## config.mk

```make
export PLATFORM = sky130hd
export DESIGN_NAME = hazard_ctrl
export DESIGN_NICKNAME = d
export VERILOG_FILES = /design/src/rtl/hazard_pkg.sv /design/src/rtl/sat_counter.sv /design/src/rtl/hazard_ctrl.sv
export SDC_FILE = /design/constraint.sdc
export NUM_CORES = 1
export LEC_CHECK = 0
export BUFFER_PORTS_ARGS = -buffer_cell sky130_fd_sc_hd__buf_2
export CAP_MARGIN = 20
export CELL_PAD_IN_SITES_DETAIL_PLACEMENT = 0
export CELL_PAD_IN_SITES_GLOBAL_PLACEMENT = 1
export CORE_MARGIN = 3
export CORE_UTILIZATION = 40
export CTS_CLUSTER_SIZE = 10
export DETAILED_ROUTE_END_ITERATION = 16
export PLACE_DENSITY_LB_ADDON = 0.25
export SLEW_MARGIN = 15
export SYNTH_ARGS = -nofsm -noshare
export SYNTH_HDL_FRONTEND = slang
export SYNTH_SLANG_ARGS = --single-unit
```

## constraint.sdc

```tcl
create_clock -name clk -period 3 [get_ports clk]
set_clock_uncertainty 0.2 [all_clocks]
set_input_delay 0.15 -clock clk [delete_from_list [all_inputs] [get_ports clk]]
set_output_delay 0.15 -clock clk [all_outputs]
set_load 0.01 [all_outputs]
```

## src/rtl/hazard_pkg.sv

```systemverilog
// Shared definitions for the pipeline hazard controller: FSM state encoding
// and default sizing of the statistics and memory-wait counters.
package hazard_pkg;

    typedef enum logic [1:0] {
        RUN      = 2'd0,
        LD_STALL = 2'd1,
        MEM_WAIT = 2'd2,
        FLUSH    = 2'd3
    } hz_state_e;

    localparam int CNT_W_DEF   = 16;
    localparam int TIMEOUT_DEF = 255;

endpackage

```

## src/rtl/sat_counter.sv

```systemverilog
// Up-counter that sticks at all-ones instead of wrapping; asynchronous clear
// via rst plus a synchronous clear that overrides the enable.
module sat_counter #(
    parameter int W = 8
) (
    input  logic         clk,
    input  logic         rst,
    input  logic         clr_i,
    input  logic         en_i,
    output logic [W-1:0] cnt_o
);

    logic [W-1:0] cnt_q;
    logic [W-1:0] cnt_d;

    always_comb begin
        cnt_d = cnt_q;
        if (clr_i) begin
            cnt_d = '0;
        end else if (en_i && (cnt_q != '1)) begin
            cnt_d = cnt_q + W'(1);
        end
    end

    always_ff @(posedge clk or posedge rst) begin
        if (rst) begin
            cnt_q <= '0;
        end else begin
            cnt_q <= cnt_d;
        end
    end

    assign cnt_o = cnt_q;

endmodule

```

## src/rtl/hazard_ctrl.sv

```systemverilog
// Pipeline hazard controller: resolves memory stalls, taken branches, load-use
// hazards and jumps in the same cycle, with stall/flush statistics.
module hazard_ctrl
    import hazard_pkg::*;
#(
    parameter int CNT_W   = CNT_W_DEF,
    parameter int TIMEOUT = TIMEOUT_DEF
) (
    input  logic             clk,
    input  logic             rst,
    input  logic [4:0]       id_rs,
    input  logic [4:0]       id_rt,
    input  logic             id_uses_rt,
    input  logic             ex_MemRead,
    input  logic [4:0]       ex_rt,
    input  logic             jump,
    input  logic             branch_taken,
    input  logic             mem_req,
    input  logic             mem_ready,
    output logic             pc_write,
    output logic             ifid_write,
    output logic             ifid_flush,
    output logic             idex_bubble,
    output logic             pipe_hold,
    output logic             mem_timeout,
    output logic [CNT_W-1:0] stall_cnt,
    output logic [CNT_W-1:0] flush_cnt,
    output logic [1:0]       state
);

    localparam int WAIT_W = (TIMEOUT < 2) ? 1 : $clog2(TIMEOUT + 1);

    hz_state_e   state_q;
    hz_state_e   state_d;
    logic        timeout_q;
    logic        timeout_d;
    logic [WAIT_W-1:0] wait_cnt;

    logic mem_stall;
    logic load_use;
    logic soft_ok;
    logic wait_hit;
    logic stall_inc;
    logic flush_inc;

    assign mem_stall = mem_req & ~mem_ready;
    assign load_use  = ex_MemRead & (ex_rt != 5'd0) &
                       ((ex_rt == id_rs) | (id_uses_rt & (ex_rt == id_rt)));
    // The cycle after a stall or flush the ID slot is stale, so only the
    // hard hazards (memory, branch) may act on it.
    assign soft_ok   = (state_q == RUN) || (state_q == MEM_WAIT);
    // wait_cnt holds the stall cycles already elapsed; this one is the next.
    assign wait_hit  = mem_stall && ((int'(wait_cnt) + 1) >= TIMEOUT);

    always_comb begin
        pc_write    = 1'b1;
        ifid_write  = 1'b1;
        ifid_flush  = 1'b0;
        idex_bubble = 1'b0;
        pipe_hold   = 1'b0;
        stall_inc   = 1'b0;
        flush_inc   = 1'b0;
        state_d     = RUN;
        if (rst) begin
            pc_write    = 1'b0;
            ifid_write  = 1'b0;
            ifid_flush  = 1'b1;
            idex_bubble = 1'b1;
        end else if (mem_stall) begin
            pc_write   = 1'b0;
            ifid_write = 1'b0;
            pipe_hold  = 1'b1;
            stall_inc  = 1'b1;
            state_d    = MEM_WAIT;
        end else if (branch_taken) begin
            ifid_flush  = 1'b1;
            idex_bubble = 1'b1;
            flush_inc   = 1'b1;
            state_d     = FLUSH;
        end else if (load_use && soft_ok) begin
            pc_write    = 1'b0;
            ifid_write  = 1'b0;
            idex_bubble = 1'b1;
            stall_inc   = 1'b1;
            state_d     = LD_STALL;
        end else if (jump && soft_ok) begin
            ifid_flush = 1'b1;
            flush_inc  = 1'b1;
            state_d    = FLUSH;
        end
    end

    assign timeout_d = timeout_q | wait_hit;

    always_ff @(posedge clk or posedge rst) begin
        if (rst) begin
            state_q   <= RUN;
            timeout_q <= 1'b0;
        end else begin
            state_q   <= state_d;
            timeout_q <= timeout_d;
        end
    end

    assign mem_timeout = timeout_q | (wait_hit & ~rst);
    assign state       = state_q;

    sat_counter #(.W(CNT_W)) u_stall_cnt (
        .clk   (clk),
        .rst   (rst),
        .clr_i (1'b0),
        .en_i  (stall_inc),
        .cnt_o (stall_cnt)
    );

    sat_counter #(.W(CNT_W)) u_flush_cnt (
        .clk   (clk),
        .rst   (rst),
        .clr_i (1'b0),
        .en_i  (flush_inc),
        .cnt_o (flush_cnt)
    );

    // Cleared as soon as the stall ends, i.e. on the way out of MEM_WAIT.
    sat_counter #(.W(WAIT_W)) u_wait_cnt (
        .clk   (clk),
        .rst   (rst),
        .clr_i (~mem_stall),
        .en_i  (mem_stall),
        .cnt_o (wait_cnt)
    );

endmodule

```

# Word-level counts from Yosys, hierarchy flattened
# Index checks and enable logic that the tools add are counted.
# totals
reg_bits	43
latch_bits	0
mem_bits_rw	0
mem_bits_ro	0
input_bits	23
out_inout_bits	40
elab_cells	62
memories	0
# op_classes
add_sub_neg	4
multipliers	0
div_mod_pow	0
order_cmp	1
n_eq_ne	7
shifts	0
mux	26
bitwise	10
reduce_logical	9
# ops
operator	count
adder 16 x 1 -> 16 bit (second input constant)	2
!= test 16 bit (second input constant)	2
two-way mux 1 bit	19
two-way mux 8 bit	2
== test 5 bit	2
two-way mux 2 bit	5
adder 8 x 1 -> 9 bit (second input constant)	1
>= comparator 9 x 8 -> 1 bit (second input constant)	1
adder 8 x 1 -> 8 bit (second input constant)	1
!= test 8 bit (second input constant)	1
logical AND 1 bit	6
AND 1 bit	5
nonzero test 5 bit	1
OR 1 bit	3
== test 2 bit (second input constant)	1
zero test 2 bit	1
!= test 2 x 1 -> 1 bit (second input constant)	1
inverter 1 bit	2
logical OR 1 bit	1

# Logic depth before layout (Yosys ltp)
# depth
depth_word	10
depth_mapped	8
mapped_depth_nobuf	7

# Cells and area by module
# Synthesis repeated with hierarchy kept, for this count alone.
# unflattened
cells_unflattened	308
area_unflattened_um2	2797.7
# by_module_without_submodules
mod	instances	cells_each	area_each_um2	seq_area_each_um2
sat_counter (u_flush_cnt ...)	2	101	932.1	400.4
sat_counter (u_wait_cnt)	1	49	504.2	200.2
hazard_ctrl	1	57	429.2	75.1

# Worst setup path before layout
# No wires, ideal clock.
# synth_path
kind	input to register
startpoint	input rst
endpoint	register u_flush_cnt.cnt_q[12], in the netlist u_flush_cnt.cnt_o[12]
arrival_ns	2.264
setup_slack_ns	0.411
path_stages	7
path_cell_list	inv_1 -> nand2_1 -> a311o_1 -> a31oi_4 -> buf_6 -> nand4_1 -> xnor2_1
# synth_between
elab_chain_cells	2
# synth_rtl
element	line_no	rtl
from (decl)	hazard_ctrl.sv:10	input logic rst,
two-way mux 1 bit	hazard_ctrl.sv:64	if (rst) begin
logical AND 1 bit	sat_counter.sv:20	end else if (en_i && (cnt_q != '1)) begin
to (signal assigned)	sat_counter.sv:29	cnt_q <= cnt_d;
to (decl)	sat_counter.sv:13	logic [W-1:0] cnt_q;
# No other way between the ends.
# A chain may end at the register's enable or synchronous reset.

# Final worst setup path
# layout_path
startpoint	register u_wait_cnt.cnt_q[0], in the netlist u_wait_cnt.cnt_o[0]
endpoint	output mem_timeout
# layout_between
elab_chain_cells	5
# layout_rtl
element	line_no	rtl
from (decl)	sat_counter.sv:13	
from (signal assigned)	sat_counter.sv:29	
adder 8 x 1 -> 9 bit	hazard_ctrl.sv:53	assign wait_hit = mem_stall && ((int'(wait_cnt) + 1) >= TIMEOUT);
>= comparator 9 x 8 -> 1 bit	hazard_ctrl.sv:53	
logical AND 1 bit	hazard_ctrl.sv:53	
AND 1 bit	hazard_ctrl.sv:105	assign mem_timeout = timeout_q | (wait_hit & ~rst);
OR 1 bit	hazard_ctrl.sv:105	
to (decl)	hazard_ctrl.sv:25	output logic mem_timeout,
# No other way between the ends.

==> metrics.cfg <==
[status]
outcome=completed

[synthesis]
synth-main-ff-cell=dfrtp_1
yosysWarnings=0
synth_top_cell_by_area=dfrtp_1
netlist_instances=228
synth_top_cell_area_share_pct=46.6
synth_nets=255
synth_cell_types=36
async_flop_share_pct=100
synth_area_per_cell_sq_um=10.1
synth-seq-cells=43
synth_edf_count=0
synth-seq-area-share_pct=46.6
netlist_area_sq_um=2310
synth.top_cells.by_area=dfrtp_1, xnor2_1, nand4_1, and3_1, nand3_1

[detailed_routing]
ant_nets=0
vias_per_cell=5.15
finalWirelength_microns=4930
dr.first_iter.drc_count=71
avgRoutedWirePerCell_microns=13.6
dr_total_vias=1868
drtPass1Iterations=5
drc=0

[floorplanning]
core_area_sq_um=5540
start_util_pct=41.7
std_cell_rows=27
dieArea_sq_um=6720
die_w_microns=82.0
dieHeight_microns=82.0
ios=63

[cells_and_area]
multiInputGateArea_sq_um=1160
diodes=0
post-route-util_pct=50.0
finalInstanceArea_sq_um=2770
stdcell_count=363
final_cell_mix=buf_2, xnor2_1, dfrtp_1
regArea_sq_um=1080
nets=319
fill_cells=550
syn_to_final_growth_pct=20.0
drive_gt1_share_pct=26.1
final_common_cell=buf_2

[cts]
cts_buffers=5
htreeDepth=2
cts_tree=done
cts_max_path_buffers=2
clk_pin_slew_worst_paths_ns=0.08
insertion_delay_ns=0.29
cts-resized-gates=0
cts_root_buf=clkbuf_8
clock_sinks=43

[power_and_ir_drop]
power.density_nw_per_um2=506
vdd_drop_max_mv=0.456
leakage_nw=1.31

[grt]
antenna_found_initial=0
grt_pass1_vias=1778
grt_usage_pct=16.0
gr-total-overflow=0
grt_max_degree=46
grt_pass1_wl_microns=8360

[place]
dp_cells=355
portBuffers=62
pre_cts_slack_ns=0.630
hpwl_microns=3480
place_congestion=0.753
place_area_sq_um=2680

[sta]
fin_crit_ns=2.45
rsz0062_at_grt=no
finalSetupTns_ns=0
timing.fmax_mhz=408
slew_headroom_pct=62.4
slew_viol_final=0
hold_viol=0
setup_viol=0
fin_ws_ns=0.547
worstMarginPinSlew_ns=0.564
fin_crit_sh_pct=81.8

[run]
maxCapViolCount=0

[critical_path]
crit_type=reg2out
critPathCaptureType=output port
cp_max_fo=11
crit_arrival_ns=2.10
reg2reg_depth=6
start_kind=flop
worst_ep_required_time_ns=2.65

[hold_path]
holdPathStages=3
hold_path_class=in2reg

metal layers:
metal | routed length (microns) | GRT usage [%]
met1 | 2410 | 22.5
met2 | 2150 | 24.5
met3 | 295 | 3.51
met4 | 72 | 4.98
met5 | 0 | 0
state kept, by name, summed over array words and instances (netlist names):
| signal | count |
|---|---|
| u_flush_cnt.cnt_o | 16 |
| u_stall_cnt.cnt_o | 16 |
| u_wait_cnt.cnt_o | 8 |
| state | 2 |
| timeout_q | 1 |
layout make-up:
type                    instances  share of cell area (%)
repair buffers                 67                    12.7
clock buffers                   6                    2.62
inverters                       5                   0.677
flip-flops and latches         43                    38.8
multi-input cells             170                    41.9
well taps                      72                    3.25
worst max-delay path, stage by stage, from the launching register on:
cell and delay, ns:
dfrtp_1 0.44, ha_1 0.40, nand4_1 0.41, nor2_1 0.20
a211o_1 0.13, o21a_1 0.11, buf_2 0.12
through the flow:
| stage | hold slack, ns | power, W |
|---|---|---|
| 2_1_floorplan | 0.0131 | 0.000939 |
| 3_3_place_gp | 0.163 | 0.00108 |
| 3_5_place_dp | 0.161 | 0.00108 |
| 4_1_cts | 0.00772 | 0.00143 |
| 5_1_grt | 0.0421 | 0.00150 |
| 6_report | 0.0231 | 0.00140 |
cells in the mapped netlist, types with 2 or more instances:
| cell type | instances |
|---|---|
| a211oi_1 | 2 |
| a21oi_1 | 9 |
| a31oi_1 | 2 |
| and2_1 | 3 |
| and3_1 | 18 |
| and4_1 | 2 |
| buf_2 | 4 |
| clkbuf_1 | 4 |
| dfrtp_1 | 43 |
| ha_1 | 4 |
| inv_1 | 5 |
| mux2_2 | 2 |
| nand2_1 | 14 |
| nand2b_1 | 2 |
| nand3_1 | 14 |
| nand4_1 | 20 |
| nor2_1 | 10 |
| nor2b_1 | 3 |
| nor3_1 | 5 |
| o21ai_0 | 2 |
| xnor2_1 | 43 |
| xor2_1 | 3 |
worst paths after layout:
| check | startpoint | endpoint | slack, ns |
|---|---|---|---|
| worst max-delay path | u_wait_cnt.cnt_o[0] | mem_timeout | 0.55 |
| worst min-delay path | branch_taken | state[0] | 0.02 |
| worst max register to register | u_flush_cnt.cnt_o[0] | u_flush_cnt.cnt_o[1] | 0.63 |
| worst min register to register | u_flush_cnt.cnt_o[12] | u_flush_cnt.cnt_o[12] | 0.28 |
| max in group asynchronous | rst | u_flush_cnt.cnt_o[1] | 1.82 |
| min in group asynchronous | rst | state[0] | 0.41 |
where the power goes:
group / switching, W / internal, W / leakage [nW]
combinational: 0.000170 / 0.000157 / 0.696
clock: 0.000185 / 0.000155 / 0.0371
sequential: 0.0000846 / 0.000651 / 0.578
total: 0.000440 / 0.000964 / 1.31
kinds of logic after synthesis:
family	share of synthesized area, %
simple gates	23.1
flops	46.6
buf+inv	3.14
compound gates	6.61
xor+xnor	17.4
fa+ha+maj	2.17
mux	0.975
what timing repair did:
action / in CTS / in global routing
endpoints found under the hold margin: 44 / 0
buffers inserted: 0 / 0
hold buffers: 2 / 0
endpoints found under the setup margin: 0 / 0
Power figures use the tool's default switching activity.
